### src/rtl/arb_pkg.sv
// arb_pkg: shared types and helpers for the lease arbiter
package arb_pkg;
    localparam int N_REQ = 4;
    localparam int ID_W = 2;
    typedef enum logic [1:0] {IDLE = 2'd0, GRANT = 2'd1, RECOVER = 2'd2} state_t;
    function automatic logic [N_REQ-1:0] onehot(input logic [ID_W-1:0] idx);
        return N_REQ'(1) << idx;
    endfunction
endpackage

### src/rtl/rr_pick4.sv
// rr_pick4: rotating priority encoder, first request at or after ptr
module rr_pick4
    import arb_pkg::*;
(
    input  logic [N_REQ-1:0] req,
    input  logic [ID_W-1:0]  ptr,
    output logic             valid,
    output logic [ID_W-1:0]  idx
);
    logic [2*N_REQ-1:0] dbl;
    logic [N_REQ-1:0]   rot;
    logic [ID_W-1:0]    off;
    assign dbl = {req, req};
    assign rot = dbl[ptr +: N_REQ];
    assign off = rot[0] ? 2'd0 : rot[1] ? 2'd1 : rot[2] ? 2'd2 : 2'd3;
    assign valid = |req;
    assign idx = ptr + off;
endmodule

### src/rtl/lease_arbiter4.sv
// lease_arbiter4: round-robin arbiter granting a bounded-length lease on one resource
module lease_arbiter4
    import arb_pkg::*;
#(
    parameter int MAX_LEASE = 15,
    parameter int LEASE_W = 4
) (
    input  logic             clock,
    input  logic             reset,
    input  logic [N_REQ-1:0] request,
    input  logic [N_REQ-1:0] release_req,
    output logic [N_REQ-1:0] grant,
    output logic [ID_W-1:0]  owner_id,
    output logic             busy,
    output logic             timeout
);
    state_t             state, state_n;
    logic [ID_W-1:0]    ptr, ptr_n, owner_n, pick_idx;
    logic [LEASE_W-1:0] cnt, cnt_n;
    logic [N_REQ-1:0]   grant_n;
    logic               timeout_n, pick_valid, done, expire, leave;
    rr_pick4 u_pick (
        .req   (request),
        .ptr   (ptr),
        .valid (pick_valid),
        .idx   (pick_idx)
    );
    assign done = release_req[owner_id] | ~request[owner_id];
    assign expire = cnt == LEASE_W'(MAX_LEASE - 1);
    assign leave = done | expire;
    assign busy = |grant;
    // next-state: arbitrate when free, count and end the lease when granted
    always_comb begin
        state_n = state;
        ptr_n = ptr;
        cnt_n = cnt;
        grant_n = grant;
        owner_n = owner_id;
        timeout_n = 1'b0;
        case (state)
            IDLE, RECOVER: begin
                state_n = pick_valid ? GRANT : IDLE;
                grant_n = pick_valid ? onehot(pick_idx) : '0;
                owner_n = pick_valid ? pick_idx : owner_id;
                cnt_n = '0;
            end
            GRANT: begin
                state_n = leave ? RECOVER : GRANT;
                grant_n = leave ? '0 : grant;
                ptr_n = leave ? owner_id + 2'd1 : ptr;
                cnt_n = leave ? cnt : cnt + 1'b1;
                timeout_n = expire & ~done;
            end
            default: begin
                state_n = IDLE;
                grant_n = '0;
            end
        endcase
    end
    // state and registered outputs, cleared asynchronously
    always_ff @(posedge clock or posedge reset) begin
        if (reset) begin
            state <= IDLE;
            ptr <= '0;
            cnt <= '0;
            grant <= '0;
            owner_id <= '0;
            timeout <= 1'b0;
        end else begin
            state <= state_n;
            ptr <= ptr_n;
            cnt <= cnt_n;
            grant <= grant_n;
            owner_id <= owner_n;
            timeout <= timeout_n;
        end
    end
endmodule

### config.mk
export PLATFORM = sky130hd
export DESIGN_NAME = lease_arbiter4
export DESIGN_NICKNAME = d
export VERILOG_FILES = /design/src/rtl/arb_pkg.sv /design/src/rtl/rr_pick4.sv /design/src/rtl/lease_arbiter4.sv
export SDC_FILE = /design/constraint.sdc
export NUM_CORES = 1
export LEC_CHECK = 0
export ABC_AREA = 0
export CAP_MARGIN = 20
export CORE_UTILIZATION = 35
export CTS_CLUSTER_SIZE = 16
export DETAILED_ROUTE_END_ITERATION = 7
export GPL_TIMING_DRIVEN = 0
export PLACE_DENSITY_LB_ADDON = 0.2
export REMOVE_ABC_BUFFERS = 1
export SYNTH_ARGS = -nofsm -noshare
export SYNTH_HDL_FRONTEND = slang
export SYNTH_SLANG_ARGS = --single-unit
### constraint.sdc
create_clock -name clock -period 2.4 [get_ports clock]
set_input_delay 0.48 -clock clock [delete_from_list [all_inputs] [get_ports clock]]
set_output_delay 0.48 -clock clock [all_outputs]
set_load 0.01 [all_outputs]
### Yosys cells after proc, flatten, opt, wreduce, memory -nomap -nowiden

Index checks and enable logic that the tools add are counted.

* bits of input ports: 10
* RAM bits: 0
* output and inout port bits: 8
* ROM bits: 0
* logic and storage cells: 46
* bits in registers: 15
* bits in latches: 0
* memories kept: 0

* bitwise gates (word level): 5
* multipliers: 0
* reductions and logical operators: 8
* muxes and demuxes: 16
* add/subtract/negate cells: 3
* equality and inequality tests: 5
* div/mod/pow operators: 0
* $lt $le $gt $ge: 1
* shifts and indexed selects: 2

Operators with widths (count)
* one-hot mux 4 bit (2 select lines): 2
* two-way mux 4 bit: 3
* OR reduction 4 bit: 2
* indexed part select 8 x 3 -> 3 bit: 1
* two-way mux 2 bit: 3
* AND reduction 2 bit: 3
* two-way mux 1 bit: 5
* adder 4 x 1 -> 4 bit (second input constant): 1
* binary-select mux 1 bit (select 2 bit): 2
* == test 4 bit (second input constant): 1
* inequality test 2 bit (second input constant): 2
* one-hot mux 2 bit (2 select lines): 1
* << shifter 1 x 2 -> 4 bit (first input constant): 1
* < comparator 2 x 3 -> 1 bit (second input constant): 1
* adder 2 x 1 -> 2 bit (second input constant): 1
* adder 2 bit: 1
* == test 2 x 1 -> 1 bit (second input constant): 1
* == test 2 bit (second input constant): 1
* zero test 2 bit: 1
* inverter 1 bit: 2
* bitwise OR 1 bit: 2
* nonzero test 2 bit: 1
* OR reduction 2 bit: 1
* AND 1 bit: 1

### Logic depth before layout (Yosys ltp)

* depth after elaboration: 8
* gate-level depth with buffers: 10
* depth with buffers taken out: 9

### Hierarchy

Synthesis repeated with hierarchy kept, for this count alone.

* cell total of the unflattened synthesis: 95
* area, all modules: 969.7 µm²

Modules (own cells, without submodules)
* lease_arbiter4: cells each 72, sequential area each 375.4 µm², instances 1, area an instance 797.0 µm²
* rr_pick4: cells each 23, sequential area each 0.0 µm², instances 1, area an instance 172.7 µm²

### Worst setup path after synthesis

OpenSTA, ideal clock, no wires.

* path kind: input-to-reg
* start: input request[3]
* end: register grant[1]
* stages on the path: 7
* buffers on the path: 0
* setup slack: 0.424 ns
* library setup time: 0.118 ns
* required time: 2.282 ns
* arrival time: 1.858 ns
* cells stage by stage: nor3b_1 o21ai_1 o211ai_1 ha_1 or4_1 nand4_2 a2bb2o_4

* longest elaborated chain between the ends: 8
* elaborated cells on any way between the ends: 15
* classes of those cells: add/sub (1); eq/ne (1); shift (2); mux (7); bitwise (3); reduce/logical (1)

RTL lines
* start, declared: line lease_arbiter4.sv:10 `input logic [N_REQ-1:0] request,`
* indexed part select 8 x 3 -> 3 bit: line rr_pick4.sv:14 `assign rot = dbl[ptr +: N_REQ];`
* two-way mux 1 bit: line rr_pick4.sv:15 `assign off = rot[0] ? 2'd0 : rot[1] ? 2'd1 : rot[2] ? 2'd2 : 2'd3;`
* two-way mux 2 bit (2 in series): line rr_pick4.sv:15
* adder 2 bit: line rr_pick4.sv:17 `assign idx = ptr + off;`
* << shifter 1 x 2 -> 4 bit: line arb_pkg.sv:7 `return N_REQ'(1) << idx;`
* two-way mux 4 bit: line lease_arbiter4.sv:43 `grant_n = pick_valid ? onehot(pick_idx) : '0;`
* one-hot mux 4 bit (2 select lines): line lease_arbiter4.sv:40 `case (state)`
* end signal, assigned: line lease_arbiter4.sv:73 `grant <= grant_n;`
* end, declared: line lease_arbiter4.sv:12 `output logic [N_REQ-1:0] grant,`

Parallel ways exist; a longest one is shown, timed or not. The select of a mux whose other input is x is not followed.
A chain may end at the register's enable or synchronous reset.

### Worst setup path in the final report

* start: register grant[3]
* end: output busy

* longest elaborated chain between the ends: 1

RTL lines
* OR reduction 4 bit: line lease_arbiter4.sv:31 `assign busy = |grant;`
* end, declared: line lease_arbiter4.sv:14 `output logic busy,`

No other way between the ends.

==> metrics.log <==
INFO  metric drt-vias-per-instance = 5.17
INFO  metric worstSetupPathType = flip-flop to output port
INFO  metric tcrit_tclk_final = 0.910
INFO  metric setup_total_negative_slack = 0 ns
INFO  metric postCtsSetupBuffers = 0
INFO  metric fraction_of_layout_instances_using_a_drive_strength_above_1 = 0.107
INFO  metric maxClockFrequency = 458 MHz
INFO  metric tmin_final = 2.18 ns
INFO  metric maxCapViolCount = 0
INFO  metric port_buffers = 17
INFO  metric cts_hold_buffers = 0
INFO  metric mappedNetlistArea = 882 um^2
INFO  metric num_antenna_cells = 0
INFO  metric multiInputGateArea = 480 um^2
INFO  metric worstHoldStart = cnt[2]
INFO  metric clock_latency = 0.28 ns
INFO  metric overall_die_width = 52.2 um
INFO  metric outcome = finished, final reports clean
INFO  metric critical_path_buf_inv_count = 1
INFO  metric drv_slew = 0
INFO  metric reg2regPathDepth = 9
INFO  metric route.detailed.wl_per_inst = 12.6 um
INFO  metric first_global_vias = 704
INFO  metric worst_slew_margin_rel = 0.623
INFO  metric io_pins = 18
INFO  metric grt-ovfl-total = 0
INFO  metric ys_top_cells_by_area = sky130_fd_sc_hd__dfrtp_1, sky130_fd_sc_hd__mux2i_1, sky130_fd_sc_hd__nor2b_1
INFO  metric timing.hold.ws = 0.504 ns
INFO  metric timing.reg2reg.setup_slack = 0.27 ns
INFO  metric design.final.nets = 117
INFO  metric crit-reg2reg-launch = ptr[0]
INFO  metric dpl.cell_count = 127
INFO  metric worst-endpoint-arrival = 1.70 ns
INFO  metric max_slew.worst_pin.slew = 0.565 ns
INFO  metric grt_pass1_wl = 3040 um
INFO  metric static_leakage_power = 0.505 nW
INFO  metric postSynthAreaPerCell = 10.4 um^2
INFO  metric worstPathCellList = or4_1 > clkdlybuf4s50_1
INFO  metric crit-reg2reg-capture = grant[1]
INFO  metric number_of_antenna_violations_at_the_first_check_in_global_routing = 0
INFO  metric setup-violations-final = 0
INFO  metric routabilityCongestion = 0.729
INFO  metric critical_path.endpoint_type = output port
INFO  metric path_clk_slew = 0.09 ns
INFO  metric ys_ff_latch = 15
INFO  metric detailed_placement_hpwl = 1260 um
INFO  metric cp.required = 1.92 ns
INFO  metric placed_area = 0.00107 mm^2
INFO  metric cp_slowest_cell = sky130_fd_sc_hd__or4_1
INFO  metric dieHeight = 52.2 um
INFO  metric p_total = 1.17 mW
INFO  metric number_of_distinct_library_cells_after_synthesis = 36
INFO  metric fin_skew = 0.00523 ns
INFO  metric cp_max_fo = 3
INFO  metric whs_endpoint = cnt[2]
INFO  metric fp.coreArea = 0.00230 mm^2
INFO  metric tritoncts_clock_tree = yes
INFO  metric sequential_cell_area = 375 um^2
INFO  metric async_flop_share = 1.00
INFO  metric tritoncts.num_buffers = 3
INFO  metric share_of_the_synthesized_area_in_the_top_cell_type = 0.426
INFO  metric power.density = 1060 mW/mm^2
INFO  metric slowest_stage_delay_on_critical_path = 0.53 ns
INFO  metric nFillCells = 217
INFO  metric ctsRootBufferMaster = sky130_fd_sc_hd__clkbuf_4
INFO  metric ir_worst_vdd = 528 uV
INFO  metric drt_pass1_iterations = 4
INFO  metric grt_max_degree = 16
INFO  metric grt_util_all_layers = 0.154
INFO  metric antenna_violating_nets_post_route = 0
INFO  metric yosys_most_used_dff = sky130_fd_sc_hd__dfrtp_1
INFO  metric postSynthCellCount = 85
INFO  metric detailroute.via_count = 677
INFO  metric h-tree-depth = 1
INFO  metric layout-area-overhead-vs-synth = 25.7%
INFO  metric instances_no_fill = 131
INFO  metric synth_top_cell_by_area = sky130_fd_sc_hd__dfrtp_1
INFO  metric synth-seq-area-share = 0.426
INFO  metric total_length_of_routed_wires = 1660 um
INFO  metric drc = 0
INFO  metric dieArea = 0.00272 mm^2
INFO  metric placement_rows = 17
INFO  metric worst_hold_path.num_cells = 1
INFO  metric clock_tree.buffer_depth = 2
INFO  metric floorplan.initialDensity = 0.384
INFO  metric setup.worst_path.start_class = flip-flop
INFO  metric hold_path_class = flip-flop to flip-flop
INFO  metric synth_edf_count = 0
INFO  metric drtIter0Drc = 12
INFO  metric layout.cell_area.non_filler = 0.00111 mm^2
INFO  metric cp_top_family = simple AND/OR/NAND/NOR gates
INFO  metric report.final.hold_viol_count = 0
INFO  metric rsz0062_at_grt = no
INFO  metric synthesis.yosys.warnings = 0
INFO  metric cts.sink_count = 15
==> timing repair <==
item                       CTS  global route
hold endpoints to repair     0             0
setup endpoints to repair    0             2
gates resized for setup      0             5
==> cell type report <==
type / instances / area share
Multi-Input combinational cell: 64 / 0.433
Sequential cell: 15 / 0.339
Timing Repair Buffer: 17 / 0.163
Tap cell: 28 / 0.0316
Clock buffer: 4 / 0.0237
Inverter: 3 / 0.0102
==> power by group <==
part / internal (mW) / switching, mW
registers: 0.332 / 0.114
clock network: 0.0644 / 0.0776
logic: 0.327 / 0.258
total: 0.724 / 0.450
==> cells in the final DEF (no fill, tap or decap), types with 3 or more instances in the layout <==
cell,netlist,routed
sky130_fd_sc_hd__mux2i_1,5,5
sky130_fd_sc_hd__clkdlybuf4s50_1,0,13
sky130_fd_sc_hd__ha_1,3,3
sky130_fd_sc_hd__nor2b_1,7,7
sky130_fd_sc_hd__clkbuf_4,0,3
sky130_fd_sc_hd__mux2_1,3,3
sky130_fd_sc_hd__nor2_1,5,5
sky130_fd_sc_hd__nand2_1,9,9
sky130_fd_sc_hd__dlymetal6s2s_1,0,4
sky130_fd_sc_hd__dfrtp_1,15,15
sky130_fd_sc_hd__o21ai_0,4,4
==> metrics by stage <==
stage	setup slack [ns]	util
4_1_cts	0.0342	0.476
2_1_floorplan	0.416	-
6_report	0.217	0.483
5_1_grt	0.110	0.483
3_5_place_dp	-0.266	0.465
3_3_place_gp	-0.247	0.465
==> registers in the layout, summed over array words and instances (netlist names) <==
register,count
state,2
grant,4
timeout,1
cnt,4
owner_id,2
ptr,2
==> worst register-to-register path: cells and delay by family (launching register included) <==
family | cells | cell delay (ns)
adder cells (fa/ha/maj) | 1 | 0.24
flip-flops | 1 | 0.53
AND/OR/NAND/NOR | 4 | 0.72
AO/OA/AOI/OAI | 3 | 0.47
buffers and inverters | 1 | 0.06
==> worst max-delay path by stage <==
| stage | from | depth (start not counted) | slack [ns] | end |
|---|---|---|---|---|
| floorplan | request[3] | 7 | 0.42 | grant[1] |
| global placement | request[3] | 8 | -0.25 | grant[1] |
| detailed placement | request[3] | 8 | -0.27 | grant[1] |
| CTS | request[3] | 8 | 0.03 | grant[1] |
| global route | ptr[0] | 9 | 0.11 | grant[1] |
| finish | grant[3] | 2 | 0.22 | busy |
==> metal layers <==
layer	global-route usage	wire (um)	up-vias
li1	-	-	340
met1	0.208	839	319
met2	0.239	742	18
met3	0.0551	74	0
met4	0.0263	0	0
met5	0	0	-
==> synth_stat cells (2+ instances only) <==
cell / n
sky130_fd_sc_hd__nand2_1: 9
sky130_fd_sc_hd__o21ai_1: 2
sky130_fd_sc_hd__mux2_1: 3
sky130_fd_sc_hd__mux2i_1: 5
sky130_fd_sc_hd__nor2b_1: 7
sky130_fd_sc_hd__dfrtp_1: 15
sky130_fd_sc_hd__o21ai_0: 4
sky130_fd_sc_hd__or3_1: 2
sky130_fd_sc_hd__inv_1: 2
sky130_fd_sc_hd__ha_1: 3
sky130_fd_sc_hd__or4_1: 2
sky130_fd_sc_hd__nor2_1: 5
sky130_fd_sc_hd__nand4_1: 2
sky130_fd_sc_hd__nor3b_1: 2
==> cell families after synthesis <==
| logic type | Yosys count | synth area share |
|---|---|---|
| AND/OR/NAND/NOR | 37 | 0.238 |
| flip-flops | 15 | 0.426 |
| AO/OA/AOI/OAI | 13 | 0.115 |
| multiplexers | 10 | 0.133 |
| buffers and inverters | 6 | 0.0354 |
| adder cells (fa/ha/maj) | 3 | 0.0426 |
| XOR/XNOR | 1 | 0.00993 |
Note: power is estimated with default switching activity, not from simulation.
